### src/rtl/breath_pkg.sv
// Shared types and constants for the breathing-LED ramp generator.
package breath_pkg;

  // Phases of one breath: climb, dwell at peak, descend, dwell at floor.
  typedef enum logic [1:0] {
    RISE    = 2'd0,
    HOLD_HI = 2'd1,
    FALL    = 2'd2,
    HOLD_LO = 2'd3
  } breath_state_e;

  localparam int CLK_DIV_DEF = 100;
  localparam int STEPS_DEF   = 1000;

  // Bits needed to hold a duty value in 0..steps inclusive.
  function automatic int duty_width(input int steps);
    return $clog2(steps + 1);
  endfunction

endpackage

### src/rtl/breath_tick_div.sv
// Prescaler plus PWM frame counter: emits the tick pulse, the frame
// position and a combinational frame_end strobe for the ramp FSM.
module breath_tick_div #(
  parameter int CLK_DIV = 100,
  parameter int STEPS   = 1000,
  parameter int DUTY_W  = 10
) (
  input  logic              clk,
  input  logic              rst,
  input  logic              en,
  output logic              tick,
  output logic [DUTY_W-1:0] pwm_cnt,
  output logic              frame_end
);

  localparam int                DIV_W    = $clog2(CLK_DIV);
  localparam logic [DIV_W-1:0]  DIV_LAST = DIV_W'(CLK_DIV - 1);
  localparam logic [DUTY_W-1:0] PWM_LAST = DUTY_W'(STEPS - 1);

  logic [DIV_W-1:0]  div_q, div_d;
  logic [DUTY_W-1:0] pwm_q, pwm_d;
  logic              tick_q, tick_d;
  logic              div_wrap;

  // Next-state: divider counts while enabled; the frame counter advances
  // in the same edge that raises tick so both are visible together.
  always_comb begin
    div_wrap = en && (div_q == DIV_LAST);
    div_d    = div_q;
    pwm_d    = pwm_q;
    tick_d   = div_wrap;
    if (div_wrap) begin
      div_d = '0;
      pwm_d = (pwm_q == PWM_LAST) ? '0 : pwm_q + DUTY_W'(1);
    end else if (en) begin
      div_d = div_q + DIV_W'(1);
    end
  end

  // State registers; reset discards any partial tick or frame.
  always_ff @(posedge clk) begin
    if (rst) begin
      div_q  <= '0;
      pwm_q  <= '0;
      tick_q <= 1'b0;
    end else begin
      div_q  <= div_d;
      pwm_q  <= pwm_d;
      tick_q <= tick_d;
    end
  end

  // Pulses are suppressed while paused, including one already registered.
  assign tick      = tick_q & en;
  assign pwm_cnt   = pwm_q;
  assign frame_end = div_wrap && (pwm_q == PWM_LAST);

endmodule

### src/rtl/breath_ramp_gen.sv
// Breathing-LED timing and brightness source: triangular duty ramp with
// optional dwell at peak and floor, updated once per PWM frame.
module breath_ramp_gen
  import breath_pkg::*;
#(
  parameter int CLK_DIV     = CLK_DIV_DEF,
  parameter int STEPS       = STEPS_DEF,
  parameter int HOLD_FRAMES = 0,
  parameter int DUTY_W      = duty_width(STEPS_DEF),
  parameter int RATE_W      = 8
) (
  input  logic              clk,
  input  logic              rst,
  input  logic              en,
  input  logic [RATE_W-1:0] ramp_step,
  output logic              tick,
  output logic [DUTY_W-1:0] pwm_cnt,
  output logic              frame_start,
  output logic [DUTY_W-1:0] duty,
  output logic              falling,
  output logic              cycle_done
);

  // Sum is one bit wider than the wider operand so duty+step never wraps,
  // even when ramp_step is wider than duty.
  localparam int                SUM_W     = ((DUTY_W > RATE_W) ? DUTY_W : RATE_W) + 1;
  localparam logic [SUM_W-1:0]  STEPS_S   = SUM_W'(STEPS);
  localparam logic [DUTY_W-1:0] DUTY_MAX  = DUTY_W'(STEPS);
  localparam int                HOLD_W    = (HOLD_FRAMES > 1) ? $clog2(HOLD_FRAMES) : 1;
  localparam logic [HOLD_W-1:0] HOLD_LAST = HOLD_W'((HOLD_FRAMES > 0) ? HOLD_FRAMES - 1 : 0);
  localparam bit                NO_HOLD   = (HOLD_FRAMES == 0);

  breath_state_e     state_q, state_d;
  logic [DUTY_W-1:0] duty_q, duty_d;
  logic [HOLD_W-1:0] hold_q, hold_d;
  logic              falling_q, falling_d;
  logic              fs_q, fs_d;
  logic              cd_q, cd_d;
  logic              frame_end;
  logic [SUM_W-1:0]  duty_ext, step_ext, sum;

  breath_tick_div #(
    .CLK_DIV (CLK_DIV),
    .STEPS   (STEPS),
    .DUTY_W  (DUTY_W)
  ) u_tick_div (
    .clk       (clk),
    .rst       (rst),
    .en        (en),
    .tick      (tick),
    .pwm_cnt   (pwm_cnt),
    .frame_end (frame_end)
  );

  // Ramp FSM next-state: only a frame boundary moves duty or state.
  always_comb begin
    duty_ext = SUM_W'(duty_q);
    step_ext = SUM_W'(ramp_step);
    sum      = duty_ext + step_ext;
    state_d  = state_q;
    duty_d   = duty_q;
    hold_d   = hold_q;
    fs_d     = frame_end;
    cd_d     = 1'b0;
    if (frame_end) begin
      case (state_q)
        RISE: begin
          if (sum >= STEPS_S) begin
            duty_d = DUTY_MAX;
            hold_d = '0;
            if (NO_HOLD) state_d = FALL;
            else         state_d = HOLD_HI;
          end else begin
            duty_d = sum[DUTY_W-1:0];
          end
        end
        HOLD_HI: begin
          if (hold_q == HOLD_LAST) begin
            state_d = FALL;
            hold_d  = '0;
          end else begin
            hold_d = hold_q + HOLD_W'(1);
          end
        end
        FALL: begin
          // step < duty here guarantees the narrowed step fits in DUTY_W.
          if (step_ext >= duty_ext) begin
            duty_d = '0;
            hold_d = '0;
            if (NO_HOLD) begin
              state_d = RISE;
              cd_d    = 1'b1;
            end else begin
              state_d = HOLD_LO;
            end
          end else begin
            duty_d = duty_q - DUTY_W'(ramp_step);
          end
        end
        HOLD_LO: begin
          if (hold_q == HOLD_LAST) begin
            state_d = RISE;
            hold_d  = '0;
            cd_d    = 1'b1;
          end else begin
            hold_d = hold_q + HOLD_W'(1);
          end
        end
        default: state_d = RISE;
      endcase
    end
    falling_d = (state_d == FALL) || (state_d == HOLD_HI);
  end

  // Ramp state registers; reset returns to the start of a rise at duty 0.
  always_ff @(posedge clk) begin
    if (rst) begin
      state_q   <= RISE;
      duty_q    <= '0;
      hold_q    <= '0;
      falling_q <= 1'b0;
      fs_q      <= 1'b0;
      cd_q      <= 1'b0;
    end else begin
      state_q   <= state_d;
      duty_q    <= duty_d;
      hold_q    <= hold_d;
      falling_q <= falling_d;
      fs_q      <= fs_d;
      cd_q      <= cd_d;
    end
  end

  assign duty        = duty_q;
  assign falling     = falling_q;
  assign frame_start = fs_q & en;
  assign cycle_done  = cd_q & en;

endmodule

### config.mk
export PLATFORM = sky130hd
export DESIGN_NAME = breath_ramp_gen
export DESIGN_NICKNAME = d
export VERILOG_FILES = /design/src/rtl/breath_pkg.sv /design/src/rtl/breath_tick_div.sv /design/src/rtl/breath_ramp_gen.sv
export SDC_FILE = /design/constraint.sdc
export NUM_CORES = 1
export LEC_CHECK = 0
export CORE_MARGIN = 5
export CORE_UTILIZATION = 60
export DETAILED_ROUTE_END_ITERATION = 6
export DONT_BUFFER_PORTS = 1
export GPL_TIMING_DRIVEN = 0
export HOLD_SLACK_MARGIN = 0.15
export PLACE_DENSITY = 0.8
export SYNTH_ARGS = -nofsm -noshare
export SYNTH_HDL_FRONTEND = slang
export SYNTH_SLANG_ARGS = --single-unit
### constraint.sdc
create_clock -name clk -period 3.65 [get_ports clk]
set_clock_uncertainty 0.05 [all_clocks]
set_input_delay 0.73 -clock clk [delete_from_list [all_inputs] [get_ports clk]]
set_output_delay 0.73 -clock clk [all_outputs]
set_load 0.03 [all_outputs]
Yosys cells after proc, flatten, opt, wreduce, memory -nomap -nowiden
Index checks and enable logic that the tools add are counted.
Storage, ports and cells
  word-level logic and storage cells: 56
  input port bits: 11
  flip-flop bits (word level): 34
  output and inout port bits: 24
Operators by class
  multiplexer cells: 17
  bitwise gates (word level): 4
  $lt $le $gt $ge: 2
  add/sub/neg operators: 5
  equal/unequal tests: 9
  reductions and logical operators: 10
Operators by type and width (count)
  $mux 10: 3
  $pmux 10 s2: 1
  $add 10x8->11: 1
  $ge 11x10->1 const B: 1
  $add 10x1->10 const B: 1
  $eq 10x10->1 const B: 1
  $ge 8x10->1: 1
  $mux 2: 5
  $sub 10x8->10: 1
  $pmux 2 s4: 1
  $add 7x1->7 const B: 1
  $eq 7x7->1 const B: 1
  $eq 2x2->1 const B: 3
  $reduce_or 2->1: 3
  $mux 1: 5
  $eq 2x1->1 const B: 2
  $ne 2x2->1 const B: 2
  $and 1x1->1: 3
  $pmux 1 s3: 1
  $reduce_and 3->1: 1
  $logic_and 1x1->1: 2
  $logic_not 2->1: 1
  $pmux 1 s2: 1
  $reduce_and 2->1: 1
  other kinds (4): 4

Longest topological paths before layout
Gate-level depths: netlist of run 1.
  depth in word-level cells: 7
  mapped depth: 11
  depth with buffers taken out: 11

Cells and area by module
From an unflattened synthesis of run 1, not the netlist that was laid out.
Unflattened totals
  cells, all modules: 335
  area total of the unflattened synthesis: 2633.8 um^2
Modules (own cells, without submodules)
  breath_ramp_gen: instances 1, seq. area each 300.3 um^2, cells an instance 239, area each 1803.0 um^2
  breath_tick_div: instances 1, seq. area each 360.3 um^2, cells an instance 96, area each 830.8 um^2

Least setup slack after synthesis of run 1
Ideal clock, no wire load.
  path kind: input port to flip-flop
  from: in ramp_step[0]
  to: reg duty_q[1] (netlist: duty[1])
  arrival: 2.858 ns
  buffers on the path: 0
  setup time: 0.116 ns
  stages on the path: 9
  setup slack: 0.626 ns
  data required time: 3.484 ns
  cells stage by stage: ha_1 > fa_1 > nand2b_1 > a21oi_1 > xor2_1 > a221o_1 > or4b_4 > and2_4 > a41o_1
On the way
  longest elaborated chain between the ends: 4
  elaborated cells on any way between the ends: 7
  those cells by class: 2 x add/sub; 2 x order compare; 3 x mux
Ends and longest elaborated chain
  from (decl): line breath_ramp_gen.sv:15  | input logic [RATE_W-1:0] ramp_step,
  $add 10x8->11: line breath_ramp_gen.sv:59  | sum = duty_ext + step_ext;
  $ge 11x10->1: line breath_ramp_gen.sv:68  | if (sum >= STEPS_S) begin
  $mux 10: line breath_ramp_gen.sv:68
  $pmux 10 s2 (*): line breath_ramp_gen.sv:66  | case (state_q)
  to (signal assigned): line breath_ramp_gen.sv:126  | duty_q <= duty_d;
  to (decl): line breath_ramp_gen.sv:34  | logic [DUTY_W-1:0] duty_q, duty_d;
Mark *: on every way between the ends. The rest lies on a longest branch, timed or not.
A chain may end at the register's enable or synchronous reset.

Worst setup path after layout of run 1
  from: reg duty_q[2] (netlist: duty[2])
  to: reg duty_q[1] (netlist: duty[1])
On the way
  longest elaborated chain between the ends: 4
  elaborated cells on any way between the ends: 6
  those cells by class: 1 x add/sub; 2 x order compare; 3 x mux
Ends and longest elaborated chain (line)
  $add 10x8->11: breath_ramp_gen.sv:59
  $ge 11x10->1: breath_ramp_gen.sv:68
  $mux 10: breath_ramp_gen.sv:68
  $pmux 10 s2 (*): breath_ramp_gen.sv:66
Marks and branches as above.

==> metrics.md, run 1 <==
| Metric | Value |
|---|---|
| Number of warnings issued by yosys | 0 |
| Setup violators final | 0 |
| RR Startpoint | duty[2]$_SDFFE_PP0P_ |
| Most frequent cells in the layout | sky130_fd_sc_hd__nor2_1 (39), sky130_fd_sc_hd__dfxtp_1 (33), sky130_fd_sc_hd__nand2_1 (22), sky130_fd_sc_hd__ha_1 (18) |
| Critical path destination | duty[1]$_SDFFE_PP0P_ |
| Setup repair after global routing missed its margin | false |
| Library cells used by synthesis | 60 |
| Highest cell delay on the worst timing path | 0.58 ns |
| Syn Nets | 351 |
| Die H | 74.7 um |
| Clock transition at the register clock pins on the worst setup and hold paths after CTS | approximately 0.070 ns |
| Startpoint-to-endpoint class of the critical path | flip-flop to flip-flop |
| Layout filler cell count | approximately 360 |
| Area taken by multi-input logic gates | 1710 sq um |
| TritonCTS Sinks | 33 |
| Hold Violations, Final | 0 |
| Yosys reg bits | 33 |
| Overall track demand over capacity in global routing | 22.0% |
| Status | finished, final reports clean |
| Peak Freq | around 330 MHz |
| Switching share of power | 21.9% |
| Critical hold path startpoint | u_tick_div.div_q[6]$_SDFFE_PP0P_ |
| HPWL after detailed placement | about 4300 um |
| Worst Reg2Reg Path Length in Cells | 9 |
| Remaining number of nets flagged by the antenna check after routing | 0 |
| Power density over the cells | 290 nW/um^2 |
| Flip-flop and latch area | 661 sq um |
| Core utilization of the finished layout | approximately two thirds |
| Internal reg-to-reg setup slack | 0.63 ns |
| Antenna violations before repair | 0 |
| Clock tree from TritonCTS | yes |
| Share of layout cells above drive strength 1 | a little under a tenth |
| Critical path buffer and inverter count | 1 |
| Worst-path cell with the longest stage delay | sky130_fd_sc_hd__dfxtp_1 |
| Post-synth design cell area | roughly 2500 sq um |
| Post-CTS setup buffer count | 0 |
| Reported max-cap violation count | 0 |
| Slew at the pin closest to its max-slew limit | 0.774 ns |
| Net Sw Power | 0.171 mW |
| Clk Latency, worst-skew pair | 0.28 ns |
| Worst setup EP type | flip-flop |
| Critical-path maximum fanout | 9 |
| Sequential element share of the synthesized area | 26.3% |
| DRC violation count after routing | 0 |
| Cell-by-cell trace of the critical path | ha_1 > buf_6 > nand2b_1 > a211oi_2 > o21ai_2 > xnor2_1 > or4b_4 > and2_4 > a41o_1 |
| Total clock buffers created by CTS | 5 |
| Final non-filler cell area | 2690 sq um |
| Number of slew-limit violations in the final report | 0 |
| Power Total | around 0.78 mW |
| Worst Path Arrival | around 3.2 ns |
| Total internal power | 0.609 mW |
| Layout net count | 358 |
| EDFF count, synth | 0 |
| Rel. slew slack | 48.2% |
| Most instantiated flip-flop cell in the synthesis netlist | sky130_fd_sc_hd__dfxtp_1 |
| Post-Route WL | 5800 um |
| First-pass GRT wire length | ~10000 um |
| Share of synthesized registers carrying an async set or reset | 0% |
| Class of the most critical hold timing path | flip-flop to flip-flop |
| Fraction of power consumed by the clock network | ~46% |
| Cell class contributing the biggest share of worst-path delay | simple AND/OR/NAND/NOR gates |
| Initial standard-cell utilization of the core | approximately 62% |
| Number of placed instances, taps included | 370 |
| First-iteration detailed-routing DRC count | 228 |
| Via density | 6.01 |
| Lkg Pwr | 1.09 nW |
| Area of the core | approximately 4000 sq um |
| Horizontal die dimension | about 75 um |
| Total negative slack for setup checks | 0 ns |
| Number of vias in the routed layout | 2273 |
| Avg Inst Size Synth | ~8 sq um |
| Worst setup path startpoint | duty[2]$_SDFFE_PP0P_ |
| Top-level port count | 35 |
| Detail-routed net length per standard cell | about 15 um |
| Final Non-Filler Cells | between 300 and 400 |
| Final Critical Period | 3.02 ns |
| Syn Inst Count | 320 |
| Synthesis-to-layout area growth | 7.12% |
| Startpoint kind of the worst setup timing path | flip-flop |
| Drt pass-1 iters | 4 |
| Maximum number of pins on one net before global-route repair | 11 |
| Leading cell type in the layout, fill and taps excluded | sky130_fd_sc_hd__nor2_1 |
| CTS Hold Buffers Added | 0 |
| Cell row count | 23 |
| WP depth | 9 |
| CTS H-tree lvls | 2 |
| Relative contribution of sequential cells to total power | 46.7% |
| Peak supply drop | 219 uV |
| Combinational cell fraction of total power | 7.4% |
| Cell at the root of the clock tree | sky130_fd_sc_hd__clkbuf_8 |
| Final weighted congestion in routability-driven placement | 0.895 |
| Total congestion overflow after global routing | 0 |
| Reg-to-Reg End | duty[1]$_SDFFE_PP0P_ |
| Placed Area | 2570 sq um |
| Port-buffer cells | 0 |
| Diode count | 0 |
| Buffer levels on the longest clock path | 2 |
| Vias in the first global route | roughly 2100 |
| Die area | 5580 sq um |
| Data required time at the worst endpoint | 3.78 ns |
| Number of gates resized after CTS | 0 |
| Final period util | about 83% |
## worst min-delay path, delay by kind of cell, from the launching register on
kind,cells,cell delay [ns]
flip-flops,1,0.34
AO/OA/AOI/OAI,2,0.15
## area by class of cell
type                            count  area share [%]
Clock inverter                      1            1.12
Tap cell                           50            2.32
Clock buffer                        7            3.21
Sequential cell                    33            24.5
Multi-Input combinational cell    253            63.5
Inverter                           17            2.37
Buffer                             17            2.98
## worst min-delay path by stage
stage	cells past startpoint	to	slack, ns
after floorplan	2	u_tick_div.div_q[6]$_SDFFE_PP0P_	0.43
after global placement	2	u_tick_div.div_q[6]$_SDFFE_PP0P_	0.45
after detailed placement	2	u_tick_div.div_q[6]$_SDFFE_PP0P_	0.47
after CTS	2	u_tick_div.div_q[6]$_SDFFE_PP0P_	0.48
after global routing	2	u_tick_div.div_q[6]$_SDFFE_PP0P_	0.50
final	2	u_tick_div.div_q[6]$_SDFFE_PP0P_	0.48
## Yosys cell counts (4+ instances only)
library cell	instances	area, sq um
sky130_fd_sc_hd__ha_1	18	225
sky130_fd_sc_hd__clkbuf_1	10	37.5
sky130_fd_sc_hd__buf_2	4	20.0
sky130_fd_sc_hd__nor4_1	4	25.0
sky130_fd_sc_hd__nand2_1	22	82.6
sky130_fd_sc_hd__nor3_1	7	35.0
sky130_fd_sc_hd__xnor2_1	9	78.8
sky130_fd_sc_hd__and2_1	8	50.1
sky130_fd_sc_hd__or3_1	6	37.5
sky130_fd_sc_hd__nor2_1	39	146
sky130_fd_sc_hd__dfxtp_1	33	661
sky130_fd_sc_hd__a211oi_1	4	30.0
sky130_fd_sc_hd__a21oi_1	17	85.1
sky130_fd_sc_hd__nand2b_1	8	50.1
sky130_fd_sc_hd__or2_2	4	25.0
sky130_fd_sc_hd__inv_1	17	63.8
sky130_fd_sc_hd__nor2b_1	5	31.3
sky130_fd_sc_hd__xor2_1	14	123
sky130_fd_sc_hd__nand3_1	8	40.0
sky130_fd_sc_hd__o21ai_0	15	75.1
sky130_fd_sc_hd__nand4_1	10	62.6
## sequential cells by signal (all words and copies together), names as in the netlist
name	cells
state_q	2
u_tick_div.pwm_cnt	10
u_tick_div.tick_q	1
cd_q	1
fs_q	1
falling	1
u_tick_div.div_q	7
duty	10
## power groups by stage
stage	registers, mW	clock network, mW	logic (mW)
after floorplan	0.372	0	0.0469
after global placement	0.373	0	0.0555
after detailed placement	0.373	0	0.0576
after CTS	0.365	0.364	0.0579
after global routing	0.365	0.383	0.0649
final	0.365	0.357	0.0581
## per-layer routing
metal	global-route usage (%)	wire, um
met4	4.94	48
met2	33.8	2590
met5	0	0
met3	5.07	431
met1	31.4	2730
## through the flow
stage	setup WS (ns)	hold WS [ns]
finish	0.629	0.480
global route	0.534	0.503
CTS	0.644	0.482
detailed placement	0.472	0.472
global placement	0.476	0.454
floorplan	0.626	0.433
## cells by family (layout without fill, tap and decap cells)
logic type	count (synthesis)	after routing	synth area share, %
xor+xnor	23	23	8.02
buf+inv	34	42	5.73
fa+ha+maj	20	20	10.6
mux	1	1	0.398
simple gates	138	138	29.3
flops	33	33	26.3
compound gates	71	71	19.7
(Power assumes the default switching activity.)
==> run 2: changes to the inputs <==
- ABC_AREA: not set -> 1
- clock period: 3.65 -> 3.2 ns (I/O delays scaled with it)
==> run 2 against run 1 <==
Via count increased by 7.7%. Die area increased by 2.0%. Count of clock-buffer cells in the layout unchanged. Setup slack improved by 0.0077 ns. Hold slack got worse by 0.042 ns. Critical path depth increased by 9. Global-route usage decreased by 0.60 points. Critical endpoint is now falling$_SDFF_PP0_. Largest cell class unchanged.
==> metrics.md, run 2 <==
| Metric | Value |
|---|---|
| Status | finished, final reports clean |
| Die area | 5690 sq um |
| Syn Nets | ~420 |
| Final Non-Filler Cells | 448 |
| Fraction of power consumed by the clock network | 42.0% |
| Die H | 75.4 um |
| Class of the most critical hold timing path | flip-flop to flip-flop |
| Highest cell delay on the worst timing path | approximately 0.45 ns |
| Horizontal die dimension | between 70 and 80 um |
| Total clock buffers created by CTS | 5 |
| CTS Hold Buffers Added | 0 |
| Number of placed instances, taps included | 440 |
| First-pass GRT wire length | 9430 um |
| Worst setup EP type | flip-flop |
| Net Sw Power | around 0.20 mW |
| Vias in the first global route | 2080 |
| Data required time at the worst endpoint | 3.34 ns |
| Cell at the root of the clock tree | sky130_fd_sc_hd__clkbuf_8 |
| Final Critical Period | approximately 2.6 ns |
| Post-CTS setup buffer count | 0 |
| Critical Path Most Common Cell | sky130_fd_sc_hd__nand2_1 |
| Avg Inst Size Synth | around 6.6 sq um |
| Worst-path cell with the longest stage delay | sky130_fd_sc_hd__dfxtp_1 |
| Most frequent cell after synthesis | sky130_fd_sc_hd__nand2_1 |
| Clock tree from TritonCTS | yes |
| Clk Latency, worst-skew pair | 0.29 ns |
| Power Total | 0.829 mW |
| Setup repair after global routing missed its margin | false |
| Leading post-synthesis cells by instance count | sky130_fd_sc_hd__nand2_1 (84), sky130_fd_sc_hd__inv_1 (60), sky130_fd_sc_hd__dfxtp_1 (33) |
| Internal reg-to-reg setup slack | 0.64 ns |
| Number of gates resized after CTS | 0 |
| Area leader, netlist | sky130_fd_sc_hd__dfxtp_1 |
| Setup violators final | 0 |
| Top-level port count | 35 |
| Switching share of power | around a quarter |
| Rel. slew slack | approximately 64% |
| Worst Path Arrival | roughly 2.7 ns |
| Final period util | approximately 80% |
| Share of synthesized registers carrying an async set or reset | 0% |
| Lkg Pwr | 1.34 nW |
| RR Startpoint | duty[0]$_SDFFE_PP0P_ |
| Critical hold path startpoint | u_tick_div.div_q[1]$_SDFFE_PP0P_ |
| Leading cell type in the layout, fill and taps excluded | sky130_fd_sc_hd__nand2_1 |
| Synthesis-to-layout area growth | 6.38% |
| Post-Route WL | 5700 um |
| Yosys reg bits | 33 |
| Total congestion overflow after global routing | 0 |
| Relative contribution of sequential cells to total power | 50.0% |
| Area fraction of the dominant cell type after synthesis | between 20 and 30% |
| Total internal power | roughly 0.63 mW |
| Most frequent cells in the layout | sky130_fd_sc_hd__nand2_1 (84), sky130_fd_sc_hd__inv_1 (60), sky130_fd_sc_hd__dfxtp_1 (33), sky130_fd_sc_hd__nor2_1 (32), sky130_fd_sc_hd__nand3_1 (28) |
| Reported max-cap violation count | 0 |
| Cell-by-cell trace of the critical path | inv_1 > ha_1 > inv_1 > fa_1 > nand2_1 > inv_1 > o21ai_1 > nand2_1 > nand2_1 > nand2_1 > nand2_1 > nand3_2 > nand3_2 > inv_2 > a21oi_1 > nand3_1 > nand2_1 > nor2_2 |
| Number of warnings issued by yosys | 0 |
| Share of layout cells above drive strength 1 | 15.1% |
| Overall track demand over capacity in global routing | 21.4% |
| Clock transition at the register clock pins on the worst setup and hold paths after CTS | 0.07 ns |
| DRC violation count after routing | 0 |
| Total negative slack for setup checks | 0 ns |
| Slew at the pin closest to its max-slew limit | 0.536 ns |
| Reg-to-Reg End | falling$_SDFF_PP0_ |
| Buffer levels on the longest clock path | 2 |
| Initial standard-cell utilization of the core | roughly 63% |
| Most instantiated flip-flop cell in the synthesis netlist | sky130_fd_sc_hd__dfxtp_1 |
| Peak supply drop | 280 uV |
| Cell row count | 23 |
| Peak Freq | 390 MHz |
| Power density over the cells | 303 nW/um^2 |
| Startpoint kind of the worst setup timing path | flip-flop |
| HPWL after detailed placement | 4470 um |
| EDFF count, synth | 0 |
| Detail-routed net length per standard cell | 12.7 um |
| Port-buffer cells | 0 |
| CTS H-tree lvls | 2 |
| TritonCTS Sinks | 33 |
| Post-synth design cell area | roughly 2600 sq um |
| Via density | 5.46 |
| Final weighted congestion in routability-driven placement | 0.869 |
| Maximum number of pins on one net before global-route repair | 11 |
| Number of slew-limit violations in the final report | 0 |
| Startpoint-to-endpoint class of the critical path | flip-flop to flip-flop |
| Worst Reg2Reg Path Length in Cells | 18 |
| Layout net count | 428 |
| Antenna violations before repair | 0 |
| Diode count | 0 |
| Sequential element share of the synthesized area | 25.7% |
| Remaining number of nets flagged by the antenna check after routing | 0 |
| Combinational cell fraction of total power | 8.0% |
| Top cells by area in the synthesized netlist | sky130_fd_sc_hd__dfxtp_1 (26%), sky130_fd_sc_hd__nand2_1 (12%), sky130_fd_sc_hd__ha_1 (8.8%) |
| First-iteration detailed-routing DRC count | slightly above 200 |
| Critical-path maximum fanout | 6 |
| Worst Hold Endpoint | u_tick_div.div_q[1]$_SDFFE_PP0P_ |
| Number of vias in the routed layout | 2447 |
| Hold Violations, Final | 0 |
| Library cells used by synthesis | 35 |
| Syn Inst Count | 390 |
| Drt pass-1 iters | 5 |
| Area of the core | 4090 sq um |
| Cell depth of the worst min-delay path | 2 |
run 2: cell count changes after synthesis, sizes merged, moves of 8 or more:
cell    delta
a21oi     +14
clkbuf     -9
o21ai      +8
xor2       -8
nand2     +72
and2       -9
nand2b     -8
xnor2      -8
inv       +57
nand3     +28
run 2: cell families after synthesis:
family,synth area share [%]
simple gates,35.8
buf+inv,12.1
compound gates,13.7
flops,25.7
fa+ha+maj,10.3
xor+xnor,2.39
run 2: how the worst max path moves through the flow:
stage	slack (ns)	endpoint	startpoint
after detailed placement	0.56	falling$_SDFF_PP0_	ramp_step[0]
after floorplan	0.81	falling$_SDFF_PP0_	ramp_step[0]
after CTS	0.65	falling$_SDFF_PP0_	duty[0]$_SDFFE_PP0P_
after global routing	0.37	falling$_SDFF_PP0_	duty[0]$_SDFFE_PP0P_
after global placement	0.58	falling$_SDFF_PP0_	ramp_step[0]
final	0.64	falling$_SDFF_PP0_	duty[0]$_SDFFE_PP0P_
run 2: per-layer routing:
layer	GRT usage (%)	routed length [um]	vias up
met1	31.1	2710	1092
met3	7.92	465	12
met5	0	0	-
met2	30.9	2470	83
li1	-	-	1260
met4	2.91	58	0
run 2: power groups by stage:
stage / sequential [mW] / combinational, mW / clock, mW
5_1_grt: 0.415 / 0.0756 / 0.375
6_report: 0.415 / 0.0667 / 0.348
3_3_place_gp: 0.424 / 0.0653 / 0
4_1_cts: 0.414 / 0.0665 / 0.352
3_5_place_dp: 0.424 / 0.0664 / 0
2_1_floorplan: 0.423 / 0.0542 / 0
run 2: worst max-delay path: cells and delay by family (launching register included):
family	cells	cell delay, ns
DFF	1	0.45
AOI/OAI and AO/OA	2	0.26
adders and majority gates	2	0.54
buffers and inverters	4	0.27
and+or+nand+nor	10	0.88
run 2: final cells by class:
type / instances / area [sq um]
well taps: 50 / 62.6
flip-flops and latches: 33 / 661
multi-input cells: 278 / 1600
plain buffers: 4 / 28.8
clock inverters: 1 / 5.00
clock buffers: 7 / 96.3
inverters: 75 / 283
fillers: 383 / 1350
run 2: stage by stage:
step | utilization, % | hold WS, ns | worst slack [ns] | area, sq um
after floorplan | - | 0.406 | 0.807 | 2570
after global placement | 64.4 | 0.419 | 0.584 | 2630
after detailed placement | 64.4 | 0.425 | 0.562 | 2630
after CTS | 66.9 | 0.435 | 0.647 | 2730
after global routing | 66.9 | 0.455 | 0.366 | 2730
final | 66.9 | 0.438 | 0.637 | 2730
==> run 3: changes to the inputs <==
- CORE_UTILIZATION: 60 -> 58
- clock period: 3.2 -> 2.2 ns (I/O delays scaled with it)
==> run 3 against run 2 <==
The flow now finishes with violations (negative setup slack). Critical endpoint unchanged. Hold slack got worse by 0.11 ns. Utilization increased by 1.8 points. Global-route usage decreased by 1.5 points. Sequential share of layout area decreased by 0.76 points.
==> metrics.md, run 3 (synthesis gave the netlist of run 2 again) <==
| Metric | Value |
|---|---|
| Worst Path Arrival | 2.37 ns |
| Reported max-cap violation count | 0 |
| DRC violation count after routing | 0 |
| Peak supply drop | between 400 and 500 uV |
| Final weighted congestion in routability-driven placement | between 0.8 and 0.9 |
| Number of vias in the routed layout | between 2000 and 3000 |
| Final period util | 102% |
| Diode count | 0 |
| Clk Latency, worst-skew pair | 0.28 ns |
| Data required time at the worst endpoint | 2.33 ns |
| Post-Route WL | 6010 um |
| Overall track demand over capacity in global routing | 19.9% |
| Setup repair after global routing missed its margin | true |
| Final Critical Period | about 2.2 ns |
| Most frequent cells in the layout | sky130_fd_sc_hd__nand2_1 (79), sky130_fd_sc_hd__inv_1 (58), sky130_fd_sc_hd__nor2_1 (29), sky130_fd_sc_hd__nand3_1 (25), sky130_fd_sc_hd__a21oi_1 (23) |
| Area of the core | 4320 sq um |
| Worst setup EP type | flip-flop |
| First-pass GRT wire length | 9780 um |
| CTS Hold Buffers Added | 0 |
| Synthesis-to-layout area growth | 15.7% |
| HPWL after detailed placement | between 4000 and 5000 um |
| Hold Violations, Final | 0 |
| Lkg Pwr | 1.39 nW |
| Cell at the root of the clock tree | sky130_fd_sc_hd__clkbuf_8 |
| Antenna violations before repair | 0 |
| Maximum number of pins on one net before global-route repair | 11 |
| TritonCTS Sinks | 33 |
| Clock transition at the register clock pins on the worst setup and hold paths after CTS | 0.06 ns |
| Number of slew-limit violations in the final report | 0 |
| Top-level port count | 35 |
| Horizontal die dimension | ~77 um |
| Peak Freq | approximately 450 MHz |
| Layout net count | 434 |
| Class of the most critical hold timing path | input pin to flip-flop |
| Port-buffer cells | 0 |
| Slew at the pin closest to its max-slew limit | 0.482 ns |
| Clock tree from TritonCTS | yes |
| Buffer levels on the longest clock path | 2 |
| Detail-routed net length per standard cell | 13.2 um |
| Leading cell type in the layout, fill and taps excluded | sky130_fd_sc_hd__nand2_1 |
| Die H | ~77 um |
| Setup slack after layout | -0.0441 ns |
| CTS H-tree lvls | 2 |
| Die area | 5860 sq um |
| Total clock buffers created by CTS | 5 |
| Power density over the cells | 389 nW/um^2 |
| Vias in the first global route | 2233 |
| Startpoint-to-endpoint class of the critical path | flip-flop to flip-flop |
| Setup violators final | 4 |
| Post-placement worst setup slack | -0.304 ns |
| Cell row count | 24 |
| Via density | 5.51 |
| Critical-path maximum fanout | 6 |
| Status | finished with violations |
| Drt pass-1 iters | 4 |
| Share of layout cells above drive strength 1 | 25.1% |
| Startpoint kind of the worst setup timing path | flip-flop |
| Remaining number of nets flagged by the antenna check after routing | 0 |
| Total congestion overflow after global routing | 0 |
| Initial standard-cell utilization of the core | 59.4% |
| First-iteration detailed-routing DRC count | 190 |
| Total negative slack for setup checks | -0.0903 ns |
| Rel. slew slack | between 60 and 70% |
| Violated checks | negative setup slack |
==> run 3: critical path, stage by stage, from the launching register on <==
cell	delay, ns
sky130_fd_sc_hd__dfxtp_4	0.39
sky130_fd_sc_hd__inv_2	0.08
sky130_fd_sc_hd__ha_4	0.13
sky130_fd_sc_hd__inv_2	0.03
sky130_fd_sc_hd__fa_2	0.34
sky130_fd_sc_hd__nand2_1	0.06
sky130_fd_sc_hd__inv_1	0.04
sky130_fd_sc_hd__o21ai_1	0.12
sky130_fd_sc_hd__nand2_1	0.09
sky130_fd_sc_hd__nand2_1	0.08
sky130_fd_sc_hd__nand2_2	0.06
sky130_fd_sc_hd__nand2_2	0.07
sky130_fd_sc_hd__nand3_4	0.08
sky130_fd_sc_hd__nand3_4	0.12
sky130_fd_sc_hd__inv_6	0.06
sky130_fd_sc_hd__a21oi_4	0.12
sky130_fd_sc_hd__nand3_1	0.08
sky130_fd_sc_hd__nand2_1	0.08
sky130_fd_sc_hd__nor2_2	0.04
==> run 3: through the flow <==
stage	area [sq um]	hold WS (ns)	total power, mW	util, %	cells
final	2970	0.333	1.16	68.8	455
after global routing	2970	0.325	1.22	68.8	455
after CTS	2810	0.330	1.16	64.9	452
after detailed placement	2640	0.432	0.713	61.0	442
after global placement	2640	0.420	0.711	61.0	442
after floorplan	2570	0.406	0.695	-	390
==> run 3: worst paths after layout <==
check	startpoint	cells after the start	to	slack (ns)
max	duty[0]$_SDFFE_PP0P_	18	falling$_SDFF_PP0_	-0.04
min	rst	2	duty[0]$_SDFFE_PP0P_	0.33
max reg2reg	duty[0]$_SDFFE_PP0P_	18	falling$_SDFF_PP0_	-0.04
min reg2reg	u_tick_div.div_q[1]$_SDFFE_PP0P_	2	u_tick_div.div_q[1]$_SDFFE_PP0P_	0.44
==> run 3: area by class of cell <==
cell class | instances | area [sq um]
flip-flops and latches | 33 | 696
well taps | 52 | 65.1
repair buffers | 6 | 45.0
multi-input cells | 278 | 1760
inverters | 75 | 293
clock buffers | 7 | 86.3
plain buffers | 4 | 28.8
fillers | 363 | 1350
==> run 3: routing by layer <==
| metal | part of all wire [%] | vias to the layer above | track usage [%] |
|---|---|---|---|
| met3 | 7.0 | 13 | 7.21 |
| met2 | 46 | 80 | 30.1 |
| met4 | 1.8 | 0 | 4.02 |
| met5 | 0 | - | 0 |
| met1 | 46 | 1141 | 27.1 |
| li1 | - | 1274 | - |
==> run 3: timing repair <==
item                                    4_1_cts  5_1_grt
endpoints found under the setup margin       12       13
cloned                                        0        0
buffers inserted                              3        3
pin swaps                                     4        6
gates resized for setup                      24       38
==> run 3: power by group <==
part,switching (mW),internal (mW)
clock network,0.203,0.248
logic,0.0726,0.0414
registers,0.00231,0.591
